--- config.mk ---
export PLATFORM = sky130hd
export DESIGN_NAME = p405s_srm_msk_enc
export DESIGN_NICKNAME = d
export VERILOG_FILES = /design/src/rtl/p405s_srm_msk_enc.sv
export SDC_FILE = /design/constraint.sdc
export NUM_CORES = 1
export LEC_CHECK = 0
export BUFFER_PORTS_ARGS = -buffer_cell sky130_fd_sc_hd__buf_2
export CORE_MARGIN = 1
export CORE_UTILIZATION = 50
export CTS_BUF_LIST = sky130_fd_sc_hd__clkbuf_8
export CTS_CLUSTER_SIZE = 24
export DETAILED_ROUTE_END_ITERATION = 7
export PLACE_DENSITY_LB_ADDON = 0.25
export REMOVE_ABC_BUFFERS = 1
export SLEW_MARGIN = 20
export SYNTH_ARGS = -nofsm -noshare
export SYNTH_HDL_FRONTEND = slang
export SYNTH_SLANG_ARGS = --single-unit
--- constraint.sdc ---
create_clock -name CB -period 5.4 [get_ports CB]
set_clock_uncertainty 0.2 [all_clocks]
set_input_delay 1.08 -clock CB [delete_from_list [all_inputs] [get_ports CB]]
set_output_delay 1.08 -clock CB [all_outputs]
set_load 0.01 [all_outputs]
--- src/rtl/p405s_srm_msk_enc.sv ---
// Rotate-mask encoder: turns a 32-bit MSB-first mask into MB/ME fields by scanning
// BITS_PER_CYC bits per cycle. Optional self-check state enabled by P405_SRM_MSKENC_SELFCHK_EN.
module p405s_srm_msk_enc #(
  parameter int BITS_PER_CYC = 8
) (
  input  logic        CB,
  input  logic        resetCore,
  input  logic        reqValid,
  output logic        reqReady,
  input  logic [0:31] reqMask,
  output logic        rspValid,
  input  logic        rspReady,
  output logic [0:4]  mbField,
  output logic [0:4]  meField,
  output logic        maskValid,
  output logic        zeroMask,
  output logic        encErr,
  output logic [1:0]  dbgState
);

  localparam int NCHUNK = 32 / BITS_PER_CYC;

  generate
    if (BITS_PER_CYC != 1 && BITS_PER_CYC != 2 && BITS_PER_CYC != 4 &&
        BITS_PER_CYC != 8 && BITS_PER_CYC != 16 && BITS_PER_CYC != 32) begin : g_bad_bpc
      $error("BITS_PER_CYC must be 1, 2, 4, 8, 16 or 32");
    end
  endgenerate

  typedef enum logic [1:0] {
    S_IDLE  = 2'd0,
    S_SCAN  = 2'd1,
    S_CHECK = 2'd2,
    S_DONE  = 2'd3
  } state_t;

  // Handshake: a request transfers on a rising CB edge where reqValid && reqReady;
  // a response transfers on a rising edge where rspValid && rspReady. rspValid and
  // all result fields stay stable from assertion until that transfer.

  state_t      state_q, state_d;
  logic [0:31] mask_q, mask_d;
  logic [5:0]  chunk_q, chunk_d;
  logic [1:0]  rise_q, rise_d;
  logic [4:0]  mb_q, mb_d;
  logic [4:0]  me_q, me_d;
  logic [4:0]  mb_out_q, mb_out_d;
  logic [4:0]  me_out_q, me_out_d;
  logic        mvalid_q, mvalid_d;
  logic        zero_q, zero_d;

  logic [1:0]  scan_rise;
  logic [4:0]  scan_mb, scan_me;
  logic [4:0]  bit_idx, pred_idx, succ_idx;
  logic        last_chunk;
  logic [4:0]  res_mb, res_me;
  logic        res_valid, res_zero;

  // Examine this cycle's chunk; captures and rise count are folded onto the
  // running values so the final chunk's edges are visible to the result logic.
  always_comb begin
    scan_rise = rise_q;
    scan_mb   = mb_q;
    scan_me   = me_q;
    bit_idx   = '0;
    pred_idx  = '0;
    succ_idx  = '0;
    for (int j = 0; j < BITS_PER_CYC; j++) begin
      bit_idx  = 5'(int'(chunk_q) * BITS_PER_CYC + j);
      pred_idx = bit_idx - 5'd1;
      succ_idx = bit_idx + 5'd1;
      if (mask_q[bit_idx] && !mask_q[pred_idx]) begin
        scan_mb = bit_idx;
        if (scan_rise != 2'd2) scan_rise = scan_rise + 2'd1;
      end
      if (mask_q[bit_idx] && !mask_q[succ_idx]) scan_me = bit_idx;
    end
  end

  assign last_chunk = (chunk_q == 6'(NCHUNK - 1));

  // All-ones and all-zeros have no rise at all, so they are classified first.
  always_comb begin
    res_mb    = '0;
    res_me    = '0;
    res_valid = 1'b0;
    res_zero  = 1'b0;
    if (&mask_q) begin
      res_valid = 1'b1;
      res_me    = 5'd31;
    end else if (mask_q == '0) begin
      res_zero = 1'b1;
    end else if (scan_rise == 2'd1) begin
      res_valid = 1'b1;
      res_mb    = scan_mb;
      res_me    = scan_me;
    end
  end

`ifdef P405_SRM_MSKENC_SELFCHK_EN
  logic [0:31] regen;
  logic        chk_err;
  logic        err_q, err_d;

  // Rebuild the mask the way the decoder would and compare with the original.
  always_comb begin
    regen = '0;
    for (int i = 0; i < 32; i++) begin
      if (mb_out_q <= me_out_q) regen[i] = (5'(i) >= mb_out_q) && (5'(i) <= me_out_q);
      else                      regen[i] = (5'(i) >= mb_out_q) || (5'(i) <= me_out_q);
    end
  end
  assign chk_err = mvalid_q && !zero_q && (regen != mask_q);
  assign encErr  = err_q;
`else
  assign encErr = 1'b0;
`endif

  always_comb begin
    state_d  = state_q;
    mask_d   = mask_q;
    chunk_d  = chunk_q;
    rise_d   = rise_q;
    mb_d     = mb_q;
    me_d     = me_q;
    mb_out_d = mb_out_q;
    me_out_d = me_out_q;
    mvalid_d = mvalid_q;
    zero_d   = zero_q;
`ifdef P405_SRM_MSKENC_SELFCHK_EN
    err_d    = err_q;
`endif
    unique case (state_q)
      S_IDLE: begin
        if (reqValid) begin
          mask_d  = reqMask;
          chunk_d = '0;
          rise_d  = '0;
          mb_d    = '0;
          me_d    = '0;
`ifdef P405_SRM_MSKENC_SELFCHK_EN
          err_d   = 1'b0;
`endif
          state_d = S_SCAN;
        end
      end
      S_SCAN: begin
        chunk_d = chunk_q + 6'd1;
        rise_d  = scan_rise;
        mb_d    = scan_mb;
        me_d    = scan_me;
        if (last_chunk) begin
          mb_out_d = res_mb;
          me_out_d = res_me;
          mvalid_d = res_valid;
          zero_d   = res_zero;
`ifdef P405_SRM_MSKENC_SELFCHK_EN
          state_d  = S_CHECK;
`else
          state_d  = S_DONE;
`endif
        end
      end
      S_CHECK: begin
`ifdef P405_SRM_MSKENC_SELFCHK_EN
        err_d = chk_err;
`endif
        state_d = S_DONE;
      end
      S_DONE: begin
        if (rspReady) state_d = S_IDLE;
      end
      default: state_d = S_IDLE;
    endcase
  end

  always_ff @(posedge CB) begin
    if (resetCore) begin
      state_q  <= S_IDLE;
      mask_q   <= '0;
      chunk_q  <= '0;
      rise_q   <= '0;
      mb_q     <= '0;
      me_q     <= '0;
      mb_out_q <= '0;
      me_out_q <= '0;
      mvalid_q <= 1'b0;
      zero_q   <= 1'b0;
`ifdef P405_SRM_MSKENC_SELFCHK_EN
      err_q    <= 1'b0;
`endif
    end else begin
      state_q  <= state_d;
      mask_q   <= mask_d;
      chunk_q  <= chunk_d;
      rise_q   <= rise_d;
      mb_q     <= mb_d;
      me_q     <= me_d;
      mb_out_q <= mb_out_d;
      me_out_q <= me_out_d;
      mvalid_q <= mvalid_d;
      zero_q   <= zero_d;
`ifdef P405_SRM_MSKENC_SELFCHK_EN
      err_q    <= err_d;
`endif
    end
  end

  assign reqReady  = (state_q == S_IDLE);
  assign rspValid  = (state_q == S_DONE);
  assign mbField   = mb_out_q;
  assign meField   = me_out_q;
  assign maskValid = mvalid_q;
  assign zeroMask  = zero_q;
  assign dbgState  = state_q;

endmodule

---- Yosys cells after proc, flatten, opt, wreduce, memory -nomap -nowiden ----
Index checks and enable logic that the tools add are counted.
W data, S select, Z words.
storage, ports and cells
  register bits ........................... 64
  word-level logic and storage cells ...... 272
  bits of input ports ..................... 36
cells by class
  equal/unequal tests ..................... 16
  add/sub/neg operators ................... 32
  reductions and logical operators ........ 40
  mux-type cells .......................... 126
  order comparisons ....................... 24
  bitwise logic cells ..................... 24
operators with widths
  cell                   number
  $ge A6 B6 Y1 const B   24
  $not A5 Y6             24
  $bmux W1 S5            24
  $mux W5                23
  $mux W1                53
  $add A5 B1 Y5 const B  9
  $mux W2                20
  $sub A5 B1 Y5 const B  8
  $logic_not A32 Y1      1
  $reduce_and A32 Y1     1
  $add A5 B3 Y5 const B  4
  $ne A2 B2 Y1 const B   10
  $pmux W5 S2            2
  $add A2 B1 Y2 const B  8
  $logic_and A1 B1 Y1    16
  $logic_not A1 Y1       16
  $pmux W6 S2            1
  $add A5 B2 Y5 const B  2
  $pmux W2 S4            1
  $add A6 B1 Y6 const B  1
  $eq A6 B2 Y1 const B   1
  $mux W6                1
  $reduce_and A2 Y1      3
  $eq A2 B1 Y1 const B   2
  6 further kinds        7

---- Logic depth before layout (Yosys ltp) ----
  depth after elaboration ................. 33
  depth in mapped cells ................... 16
  depth with buffers taken out ............ 14

---- Worst setup path after synthesis ----
No wires, ideal clock.
  path type ............................... register to register
  from .................................... reg chunk_q[1]
  to ...................................... reg mb_out_q[0] (netlist: mbField[4])
  setup slack ............................. 1.403 ns
  data required time ...................... 5.133 ns
  arrival ................................. 3.729 ns
  cell stages (with the launch flop) ...... 16
  period minus slack after synthesis ...... 3.997 ns
  setup time .............................. 0.067 ns
  cell sequence ........................... dfxtp_1 -> buf_6 -> mux4_2 -> and2_4 -> buf_6 -> or3b_1 -> a31o_1 -> or3_4 -> a31oi_1 -> xnor2_1 -> ha_1 -> nand3b_1 -> o31a_1 -> or3_1 -> buf_6 -> o21ai_2
between the ends
  word-level cells in the longest chain between the ends .. 33
  elaborated cells between the ends (all ways) .. 138
  those cells by class .................... add/sub: 22; eq/ne: 9; mux: 74; bitwise: 16; reduce/logical: 17
ends and longest elaborated chain
  item                                                  line  text
  start: declaration                                    43    logic [5:0] chunk_q, chunk_d;
  start signal: assignment                              195   chunk_q <= chunk_d;
  $sub A5 B1 Y5                                         70    pred_idx = bit_idx - 5'd1;
  $not A5 Y6 (implied by the code)                      72    if (mask_q[bit_idx] && !mask_q[pred_idx]) begin
  $bmux W1 S5                                           72
  $mux W1 (implied by the code) (2 in series)           72
  $logic_not A1 Y1                                      72
  $logic_and A1 B1 Y1                                   72
  $mux W2                                               72
  $add A2 B1 Y2 / $ne A2 B2 Y1 (equally long branches)  74    if (scan_rise != 2'd2) scan_rise = scan_rise + 2'd1;
  (+16 left out)                                        --
  $mux W2                                               72
  $add A2 B1 Y2 / $ne A2 B2 Y1 (equally long branches)  74
  $mux W2                                               74
  $mux W2                                               72
  $eq A2 B1 Y1                                          93    end else if (scan_rise == 2'd1) begin
  $mux W5                                               93
  $mux W5                                               91    end else if (mask_q == '0) begin
  $mux W5                                               88    if (&mask_q) begin
  end signal: assignment                                199   mb_out_q <= mb_out_d;
  end: declaration                                      47    logic [4:0] mb_out_q, mb_out_d;
Several ways; a longest one is shown, not always the timed one. The select of a mux whose other input is x is not followed.
A chain may end at the register's enable or synchronous reset.

---- Final worst setup path ----
  from .................................... reg chunk_q[1]
  to ...................................... reg mb_out_q[4] (netlist: mbField[0])
The elaborated chain is that of the path after synthesis.

==> summary by stage <==
Power
The maximum resistive drop on vdd is 0.325 mV. The static power due to leakage is 1.52 nW. Dividing total power by cell area gives a power density of 461 nW/um^2.

Die
The die covers 7370 sq um. The standard cell core area is 6790 sq um. The initial core utilization is 51.7%.

53 I/O pins were placed. The die is 85.8 um tall. The floorplan has 30 rows. The die span in x is 85.8 um.

Routing
Dividing the detail-routed via count by the number of cells gives 5.62. The total number of vias is 3222. The number of nets with antenna violations after detailed routing is 0. For this run, design rule violations remaining after detail routing come to 0.

After the first detailed-routing iteration, the DRC count stood at 262. For this run, the detailed router's first-pass iteration total came to 5. After detailed routing, the average wire length per cell comes to 15.0 um. The final layout contains routed wiring with a total length of 8.62 mm.

Clocking
Buffers inserted during clock tree synthesis total 9. The root buffer cell is sky130_fd_sc_hd__clkbuf_8. Post-CTS timing repair inserted 0 buffers for setup. TritonCTS built the clock tree.

The clock-pin slew on the worst setup and hold paths is 0.07 ns. The total clock sinks is 64. The later pin in the worst-skew pair is clocked with a latency of 0.33 ns. The number of levels in the clock H-tree is 3.

The maximum clock path buffer count is 2. The quantity of gates resized following cts is 0. Hold repair after CTS inserted 0 buffers.

Logic synthesis
The number of enable-type register cells in the synthesized netlist is 0. The cell accounting for the most synthesized area is sky130_fd_sc_hd__dfxtp_1. After synthesis, flip-flops and latches occupy 36.5% of the total area. Sorting the synthesized cells by area gives the leading types as sky130_fd_sc_hd__dfxtp_1, sky130_fd_sc_hd__nand2_1, sky130_fd_sc_hd__a21oi_1. Yosys printed 0 warnings. The area of the mapped netlist is 3510 sq um. The cell count after synthesis is 431.

For this run, asynchronously set or reset flops after synthesis account for 0%. Synthesis instantiated 57 different standard cells from the library. The most used flip-flop cell after synthesis is sky130_fd_sc_hd__dfxtp_1. Synthesis inferred 64 register bits.

The portion of synthesized cell area occupied by the leading cell type is 36.5%. The mean cell area of the mapped netlist is 8.15 sq um.

Worst setup path
STA puts the critical path data required time at 5.47 ns. The arrival time at the worst endpoint is 4.77 ns. The startpoint kind of the worst setup timing path is a flop.

The worst setup path is of the flop to flop kind. In this run the worst path has a maximum fanout of 13. The type of element capturing the critical path is a flop.

Timing
The setup TNS after final layout is 0 ns. The pin slew with the least headroom to its limit is 0.573 ns. After layout, the worst path uses 87.1% of the clock period. The setup violation total in the final timing report is 0. The number of endpoints with negative hold slack in the final report is 0. The clock period minus worst slack is 4.71 ns. Across all hold checks on the routed design, the worst slack comes to 0.254 ns. Derived from the worst setup path, the maximum achievable clock frequency is 213 MHz. Headroom to the max-slew limit came out at 61.7%. Setup repair after global routing left no endpoint under its margin. The final-report max-slew violation count was 0.

Final layout
The repair_antennas step left the layout with diodes totalling 0. The area overhead of the layout relative to synthesis is 12.6%. In the layout the commonest cells are sky130_fd_sc_hd__nand2_1, sky130_fd_sc_hd__dfxtp_1, sky130_fd_sc_hd__a21oi_1. The share of cells above drive strength 1 is 20.8%. The number of nets in the layout is 517. Registers take 1280 sq um. The most common cell after layout, fill and taps aside is sky130_fd_sc_hd__nand2_1. The layout filler cell count is 621. The final non-filler cell total is 573. The multi-input gate area in the final layout is 2090 sq um.

Placed design
The post-detailed-placement half-perimeter wirelength is 6.24 mm. The count of buffers inserted at the top-level ports is 51. The instance count after placement with tap cells included is 559.

The final weighted congestion in routability-driven placement is 0.955.

GRT
Entering global routing, the biggest net connects 57 pins. The number of antenna violations at the first check in global routing is 0. The via count of the first global-routing pass is 3084. The total global routing overflow is 0. The global-route wire length before repair is 14.4 mm. The aggregate global-route resource usage is 25.1%.

Hold path
The path class of the tightest hold or removal check is flop to flop.

Run status
The run finished with clean final reports.

Job
The tool flagged a number of max-cap violations equal to 0.
[critical path: stages (launching register included)]
cell and delay [ns]:
sky130_fd_sc_hd__dfxtp_1 0.51, sky130_fd_sc_hd__buf_4 0.29, sky130_fd_sc_hd__mux2_1 0.35, sky130_fd_sc_hd__or4_1 0.49, sky130_fd_sc_hd__and3_1 0.18, sky130_fd_sc_hd__o31ai_1 0.47, sky130_fd_sc_hd__a21bo_2 0.30, sky130_fd_sc_hd__o21ai_0 0.12
sky130_fd_sc_hd__nor2_1 0.07, sky130_fd_sc_hd__a31oi_1 0.28, sky130_fd_sc_hd__ha_1 0.29, sky130_fd_sc_hd__nand3b_1 0.16, sky130_fd_sc_hd__o31a_1 0.15, sky130_fd_sc_hd__or3_1 0.56, sky130_fd_sc_hd__o21ai_2 0.21
[power breakdown]
part           total, mW  internal [mW]  leakage (nW)  switching (mW)
clock network      0.339          0.168        0.0918           0.171
logic              0.853          0.357         0.903           0.496
registers          0.632          0.542         0.521          0.0902
total               1.82           1.07          1.52           0.757
[metal layers]
layer / share of wire [%] / vias to the layer above / track usage, %
li1: - / 1619 / -
met3: 5.9 / 10 / 5.20
met1: 45 / 1486 / 32.7
met2: 48 / 107 / 40.9
met5: 0 / - / 0
met4: 1.4 / 0 / 9.39
[area by class of cell]
cell class | instances | share of cell area (%)
Sequential cell | 64 | 32.4
Multi-Input combinational cell | 337 | 52.8
Timing Repair Buffer | 55 | 7.21
Inverter | 7 | 0.664
Clock buffer | 10 | 3.48
Clock inverter | 4 | 0.411
Tap cell | 96 | 3.03
[synthesized netlist by cell type (4+ instances only)]
cell type,count
sky130_fd_sc_hd__nand3_1,6
sky130_fd_sc_hd__nand2b_1,7
sky130_fd_sc_hd__mux4_2,11
sky130_fd_sc_hd__nand4_1,14
sky130_fd_sc_hd__mux2_2,4
sky130_fd_sc_hd__nor2b_1,4
sky130_fd_sc_hd__nor4_1,12
sky130_fd_sc_hd__nand2_1,89
sky130_fd_sc_hd__nor2_1,41
sky130_fd_sc_hd__o21ai_0,8
sky130_fd_sc_hd__xor2_1,4
sky130_fd_sc_hd__a31oi_1,5
sky130_fd_sc_hd__ha_1,7
sky130_fd_sc_hd__a21oi_1,53
sky130_fd_sc_hd__inv_1,7
sky130_fd_sc_hd__o21ai_2,10
sky130_fd_sc_hd__clkbuf_1,14
sky130_fd_sc_hd__and2_1,5
sky130_fd_sc_hd__dfxtp_1,64
sky130_fd_sc_hd__mux2i_1,9
[final timing paths]
kind,from,to,slack (ns),depth (start not counted)
hold / removal,zeroMask,zeroMask,0.25,2
hold reg to reg,zeroMask,zeroMask,0.25,2
setup reg to reg,chunk_q[1],mbField[0],0.69,14
setup / recovery,chunk_q[1],mbField[0],0.69,14
[through the flow]
stage                     util [%]  area, sq um  setup slack, ns  power (mW)
after floorplan                  -         3400            0.869        1.26
after global placement        56.0         3800            0.971        1.46
after detailed placement      56.0         3800            0.745        1.48
after CTS                     58.3         3960            0.728        1.82
after global routing          58.3         3960            0.366        1.97
final                         58.3         3960            0.695        1.82
[flip-flops by register name, indices dropped and copies added (netlist names), 2 cells and up]
signal / count
chunk_q: 6
dbgState: 2
mask_q: 32
mbField: 5
mb_q: 5
meField: 5
me_q: 5
rise_q: 2
[cells by family after synthesis]
group / after synthesis / synth area share (%)
AOI/OAI and AO/OA: 101 / 17.7
xor gates and xnor gates: 6 / 1.50
adders and majority gates: 7 / 2.49
buffers and inverters: 30 / 4.06
DFF: 64 / 36.5
muxes: 25 / 11.2
other: 1 / 0.107
and+or+nand+nor: 197 / 26.5
No activity file was read; power rests on OpenSTA's default activity.
